==> config.mk <==
export PLATFORM = sky130hd
export DESIGN_NAME = mbscore_alu_arbiter
export DESIGN_NICKNAME = d
export VERILOG_FILES = /design/src/rtl/mbscore_alu_arbiter.sv
export SDC_FILE = /design/constraint.sdc
export NUM_CORES = 1
export LEC_CHECK = 0
export CORE_AREA = 2 2 163 165
export CTS_CLUSTER_DIAMETER = 40
export DETAILED_ROUTE_END_ITERATION = 6
export DIE_AREA = 0 0 165 167
export GPL_ROUTABILITY_DRIVEN = 0
export HOLD_SLACK_MARGIN = 0.05
export PLACE_DENSITY = 0.71
export SLEW_MARGIN = 20
export SYNTH_ARGS = -nofsm -noshare
export SYNTH_HDL_FRONTEND = slang
export SYNTH_SLANG_ARGS = --single-unit
==> constraint.sdc <==
create_clock -name clk -period 3 [get_ports clk]
set_input_delay 0.9 -clock clk [delete_from_list [all_inputs] [get_ports clk]]
set_output_delay 0.9 -clock clk [all_outputs]
set_load 0.1 [all_outputs]
==> src/rtl/mbscore_alu_arbiter.sv <==
// Round-robin share of one combinational ALU among NUM_REQ requesters, one-entry result buffer each.
// Latency: grant and ALU drive in the request cycle, result visible in resp_data one cycle later.
// Backpressure: a requester with a full buffer that is not draining this cycle is never granted.
module mbscore_alu_arbiter #(
  parameter int NUM_REQ    = 3,
  parameter int DATA_WIDTH = 32,
  parameter int OP_WIDTH   = 4
) (
  input  logic                          clk,
  input  logic                          rst_n,
  input  logic [NUM_REQ-1:0]            req_valid,
  output logic [NUM_REQ-1:0]            req_ready,
  input  logic [NUM_REQ*DATA_WIDTH-1:0] req_a,
  input  logic [NUM_REQ*DATA_WIDTH-1:0] req_b,
  input  logic [NUM_REQ*OP_WIDTH-1:0]   req_op,
  output logic                          alu_start,
  output logic [DATA_WIDTH-1:0]         alu_in_a,
  output logic [DATA_WIDTH-1:0]         alu_in_b,
  output logic [OP_WIDTH-1:0]           alu_op_type,
  input  logic [DATA_WIDTH-1:0]         alu_out,
  output logic [NUM_REQ-1:0]            resp_valid,
  input  logic [NUM_REQ-1:0]            resp_ready,
  output logic [NUM_REQ*DATA_WIDTH-1:0] resp_data
);

  localparam int PTR_W = $clog2(NUM_REQ);

  logic [PTR_W-1:0]   ptr;
  logic [PTR_W-1:0]   grant_idx;
  logic [PTR_W-1:0]   cand;
  logic [NUM_REQ-1:0] elig;
  logic [NUM_REQ-1:0] grant;
  logic               found;
  logic               any_grant;

  // ptr + k never reaches 2*NUM_REQ, so a single conditional subtract wraps it
  function automatic logic [PTR_W-1:0] wrap_add(input logic [PTR_W-1:0] p, input int k);
    int s;
    s = int'(p) + k;
    if (s >= NUM_REQ) s = s - NUM_REQ;
    return PTR_W'(s);
  endfunction

  assign elig = req_valid & (~resp_valid | resp_ready);

  always_comb begin
    found     = 1'b0;
    grant_idx = '0;
    cand      = '0;
    grant     = '0;
    for (int k = 0; k < NUM_REQ; k++) begin
      cand = wrap_add(ptr, k);
      if (!found && elig[cand]) begin
        found     = 1'b1;
        grant_idx = cand;
      end
    end
    // Held in reset, nothing may be accepted even though req_valid is live
    any_grant = found & rst_n;
    if (any_grant) grant[grant_idx] = 1'b1;
  end

  assign req_ready = grant;
  assign alu_start = any_grant;

  always_comb begin
    alu_in_a    = '0;
    alu_in_b    = '0;
    alu_op_type = '0;
    for (int i = 0; i < NUM_REQ; i++) begin
      if (grant[i]) begin
        alu_in_a    = req_a[i*DATA_WIDTH +: DATA_WIDTH];
        alu_in_b    = req_b[i*DATA_WIDTH +: DATA_WIDTH];
        alu_op_type = req_op[i*OP_WIDTH +: OP_WIDTH];
      end
    end
  end

  always_ff @(posedge clk or negedge rst_n) begin
    if (!rst_n) begin
      ptr <= '0;
    end else if (any_grant) begin
      ptr <= (grant_idx == PTR_W'(NUM_REQ - 1)) ? '0 : grant_idx + 1'b1;
    end
  end

  // Refill beats drain when both land on the same buffer
  always_ff @(posedge clk or negedge rst_n) begin
    if (!rst_n) begin
      resp_valid <= '0;
      resp_data  <= '0;
    end else begin
      for (int i = 0; i < NUM_REQ; i++) begin
        if (grant[i]) begin
          resp_valid[i]                          <= 1'b1;
          resp_data[i*DATA_WIDTH +: DATA_WIDTH] <= alu_out;
        end else if (resp_ready[i] && resp_valid[i]) begin
          resp_valid[i] <= 1'b0;
        end
      end
    end
  end

endmodule

==> results of run 1 <==
-- per-layer routing --
layer  GRT usage [%]  vias to the layer above  part of all wire, %
met3            5.78                       95                  7.5
li1                -                     3620                    -
met2            39.3                      398                   52
met4            10.5                        0                  4.6
met1            24.0                     3972                   36
met5               0                        -                    0
-- critical path: stages, from the launching register on --
cell and delay (ns):
dfrtp_1 0.40, inv_2 0.09, ha_4 0.23, a21o_1 0.23
o311ai_4 0.27, a21o_4 0.26, buf_12 0.17, nand2_1 0.12
a311oi_4 0.47, buf_12 0.24
-- through the flow --
step	setup slack [ns]	utilization [%]
2_1_floorplan	-0.858	-
3_3_place_gp	-0.895	50.2
3_5_place_dp	-0.947	50.2
4_1_cts	-0.650	54.9
5_1_grt	-0.822	58.6
6_report	-0.730	58.7
-- layout make-up --
cell class	count	area (µm²)
fill	1991	10700
timing repair buffer	559	6730
multi-input combinational	504	4940
sequential	101	2530
tap	335	419
clock buffer	9	225
inverter	39	154
clock inverter	7	82.6
antenna	12	30.0
-- logic make-up after synthesis --
group / Yosys count / share of synthesized area, %
AND/OR/NAND/NOR: 252 / 15.7
AO/OA/AOI/OAI: 217 / 27.2
buffers and inverters: 116 / 8.71
flip-flops: 101 / 40.4
multiplexers: 33 / 7.54
adder cells (fa/ha/maj): 2 / 0.400
-- final timing paths --
path / to / slack [ns] / cells past startpoint / from
setup / recovery: alu_in_a[12] / -0.73 / 9 / ptr[0]
hold / removal: resp_data[33] / 0.50 / 2 / resp_data[33]
setup reg to reg: resp_data[7] / 0.28 / 10 / ptr[1]
hold reg to reg: resp_data[33] / 0.50 / 2 / resp_data[33]
max in group asynchronous: resp_data[65] / 1.15 / 3 / rst_n
min in group asynchronous: resp_data[56] / 0.58 / 2 / rst_n
-- flip-flops by register name (all words and copies together), names as in the netlist --
register and count:
resp_data 96, resp_valid 3, ptr 2
-- synthesized netlist by cell type (all sizes together), types with 2 or more instances --
cell type,count,share of area (%)
nand2b,3,0.46
a311oi,68,9.5
nand2,170,10
clkbuf,40,2.5
o311ai,33,4.6
inv,39,2.3
nand3,3,0.24
ha,2,0.40
mux2,32,7.4
o21ai,38,3.0
buf,37,3.9
o31ai,64,7.7
dfrtp,101,40
nor2,71,4.3
a21o,3,0.36
a21oi,3,0.36
-- repair_timing --
action                                  CTS  global route
endpoints found under the setup margin  112            72
gates cloned                             14            14
pin swaps                                26            94
setup buffers                            23            33
resized for setup                       103           120
==> flow_summary.yaml, run 1 <==
cts:
  clock-sinks: 101
  cts_buffers: 9
  ctsLongestPathBuffers: 2
  cts_tree: "done"
  clock-root-buffer: "clkbuf_16"
  cts-htree-levels: 3
  path_clk_slew_ns: 0.08
  clkLatencyLatePin_ns: 0.35
  cts_hold_buf: 0
status:
  outcome: "complete, but fails checks"
  violations: "setup timing"
synth:
  synthDistinctLibCells: 39
  syn_inst: 721
  synth_edf_count: 0
  ys_ff_latch: 101
  ys_seq_area_share_pct: 40.4
  syn_area_mm2: 0.00625
  synthFlopType: "dfrtp_1"
  async_flop_share_pct: 100
  ys_warn_count: 0
  synth_nets: 967
  synth.avg_cell_area_um2: 8.67
critical_path:
  critPathRequiredTime_ns: 2.10
  path_class: "flip-flop to primary output"
  worstPathArrival_ns: 2.83
  critPathLaunchType: "flip-flop"
  path_max_fanout: 12
  end_kind: "primary output"
timing:
  slew_headroom_pct: 38.4
  tns_ns: -42.88
  drv_slew: 0
  fin_ws_ns: -0.730
  fin_crit_ns: 3.73
  worst_pin_slew_ns: 0.924
  final_hold_viol_count: 0
  finalSetupViolations: 72
  rsz0062_at_grt: "true"
  max_freq_mhz: 268
  clock_skew_ns: 0.00935
  finalCritPeriodShare_pct: 124
  holdWs_ns: 0.498
floorplanning:
  die-area_mm2: 0.0276
  die_w_um: 165
  coreArea_mm2: 0.0258
  io-pin-count: 415
  start_util_pct: 24.3
  die_h_um: 167
  rows: 59
global_route:
  overflow: 0
  grt_start_max_net_pins: 74
  grt_util_all_layers_pct: 22.1
  grt_pass1_wl_mm: 46.7
  antenna_found_initial: 10
  grt_pass1_vias: 7948
route:
  drcViolationCount: 0
  routed_via_density: 5.16
  wl_per_cell_um: 22.7
  first_pass_iters: 5
  drtIter0Drc: 495
  via_count: 8085
  wl_mm: 35.6
  ant_nets: 0
layout:
  final_cells: 1566
  final_nets: 1460
  drive_gt1_share_pct: 45.7
  area_growth_pct: 142
  final_area_mm2: 0.0151
  layout_common_cells: "clkdlybuf4s50_1, buf_4, nand2_1"
  layout_commonest_cell: "clkdlybuf4s50_1"
place:
  io_buffers: 414
  dp_hpwl_mm: 22.7
  placedInstanceArea_mm2: 0.0129
  placed_cells: 1459
worst_hold_path:
  holdCritPathClass: "flip-flop to flip-flop"
run:
  cap_violations: 0
Power of run 1 is left out: the tool's default activity adds up to more than one toggle a clock period on the data nets, which glitch-free logic cannot reach.
==> run 2: changes to the inputs <==
--- a/config.mk
+++ b/config.mk
@@ -6,6 +6,7 @@
 export NUM_CORES = 1
 export LEC_CHECK = 0
 export CORE_AREA = 2 2 163 165
+export CTS_BUF_LIST = sky130_fd_sc_hd__clkbuf_16
 export CTS_CLUSTER_DIAMETER = 40
 export DETAILED_ROUTE_END_ITERATION = 6
 export DIE_AREA = 0 0 165 167
==> results of run 2 <==
The final DEF is identical to that of run 1; final timing and power are the same.
Power of run 2 is left out for the same reason.
==> run 3: changes to the inputs <==
==> constraint.sdc (replaced) <==
create_clock -name clk -period 3.4 [get_ports clk]
set_input_delay 1.02 -clock clk [delete_from_list [all_inputs] [get_ports clk]]
set_output_delay 1.02 -clock clk [all_outputs]
set_load 0.1 [all_outputs]
==> run 3 against run 2 <==
The flow still finishes with violations (setup timing). Wire length down 7.8%. Global-route usage rose by 0.25 points. Via count is 2.3% lower. Critical path depth is the same. Hold slack improved by 0.0029 ns. Non-clock buffer count decreased by 21.
==> flow_summary.yaml, run 3 (synthesized netlist as in run 1, its figures left out) <==
status:
  outcome: "complete, but fails checks"
  violations: "setup timing"
critical_path:
  path_max_fanout: 8
  path_cells: "buf_6 -> or2b_4 -> a31oi_4 -> o211ai_1 -> buf_4 -> buf_12 -> buf_12 -> a311oi_4 -> buf_12"
  critPathLaunchType: "input pin"
  end_kind: "primary output"
  path_class: "input pin to primary output"
  critPathRequiredTime_ns: 2.38
  critPathSlowestCell: "a311oi_4"
  critical-path-max-stage-delay_ns: 0.36
  worstPathArrival_ns: 2.90
  crit_path_frequent_cell: "buf_12"
global_route:
  overflow: 0
  grt_pass1_wl_mm: 47.5
  antenna_found_initial: 6
  grt_util_all_layers_pct: 22.3
  grt_pass1_vias: 8066
  grt_start_max_net_pins: 66
worst_hold_path:
  holdCritPathClass: "flip-flop to flip-flop"
cts:
  path_clk_slew_ns: 0.06
  cts_hold_buf: 0
  clock-sinks: 101
  ctsLongestPathBuffers: 2
  clock-root-buffer: "clkbuf_16"
  cts-htree-levels: 3
  clkLatencyLatePin_ns: 0.36
  cts_tree: "done"
  cts_buffers: 9
layout:
  final_util_pct: 56.4
  final_area_mm2: 0.0145
  final_nets: 1439
  reg_top3: "resp_data (96), resp_valid (3), ptr (2)"
  area_growth_pct: 132
  final_cells: 1539
  nFillCells: 2083
  largest-register: "resp_data"
  drive_gt1_share_pct: 41.6
  largest_reg_flops: 96
  layout_common_cells: "clkdlybuf4s50_1, buf_4, nand2_1"
  layout_commonest_cell: "clkdlybuf4s50_1"
route:
  drtIter0Drc: 458
  ant_nets: 0
  routed_via_density: 5.14
  wl_per_cell_um: 21.3
  wl_mm: 32.9
  via_count: 7903
  first_pass_iters: 4
  drcViolationCount: 0
timing:
  rsz0062_at_grt: "true"
  drv_slew: 0
  finalCritPeriodShare_pct: 115
  slew_headroom_pct: 49.2
  clock_skew_ns: 0.0133
  fin_ws_ns: -0.523
  fin_crit_ns: 3.92
  max_freq_mhz: 255
  holdWs_ns: 0.501
  final_hold_viol_count: 0
  worst_pin_slew_ns: 0.761
  finalSetupViolations: 72
place:
  dp_hpwl_mm: 22.5
  placed_cells: 1455
  io_buffers: 414
  placedInstanceArea_mm2: 0.0128
floorplanning:
  rows: 59
  die_h_um: 167
  die-area_mm2: 0.0276
  die_w_um: 165
  io-pin-count: 415
  start_util_pct: 24.3
  coreArea_mm2: 0.0258
run:
  cap_violations: 0
[run 3: path summary, 6_finish.rpt]
kind	cells after the start	slack (ns)	startpoint	endpoint
setup / recovery	9	-0.52	resp_ready[0]	alu_in_b[3]
hold / removal	2	0.50	resp_data[33]	resp_data[33]
setup reg to reg	9	0.62	ptr[0]	resp_data[46]
hold reg to reg	2	0.50	resp_data[33]	resp_data[33]
max in group asynchronous	3	1.43	rst_n	resp_data[57]
min in group asynchronous	2	0.78	rst_n	resp_data[47]
[run 3: metrics by stage]
step	setup slack [ns]	setup TNS (ns)
finish	-0.523	-31.24
global placement	-0.753	-53.83
detailed placement	-0.830	-60.20
global route	-0.561	-35.08
floorplan	-0.720	-46.26
CTS	-0.466	-27.53
[run 3: repair_timing]
item                       4_1_cts  5_1_grt
resized for setup              131       58
cloned                          13        7
setup buffers                   33       20
pin swaps                       42       70
setup endpoints to repair       72       72
[run 3: layout make-up]
type	instances	area (µm²)	share of cell area, %
multi-input combinational	504	4790	32.9
clock inverter	7	114	0.784
antenna	6	15.0	0.103
sequential	101	2530	17.4
timing repair buffer	538	6290	43.3
tap	335	419	2.89
inverter	39	154	1.06
clock buffer	9	225	1.55
[run 3: worst max-delay path, delay by kind of cell]
| family | cells | cell delay (ns) |
|---|---|---|
| buf+inv | 5 | 0.83 |
| simple gates | 1 | 0.26 |
| compound gates | 3 | 0.78 |
[run 3: layer usage]
layer / wire length (µm) / part of all wire (%) / global-route usage, %
met5: 0 / 0 / 0
met4: 1370 / 4.2 / 10.9
met3: 2620 / 8.0 / 6.60
met2: 16300 / 50 / 37.1
met1: 12600 / 38 / 26.0
Power of run 3 is left out for the same reason.
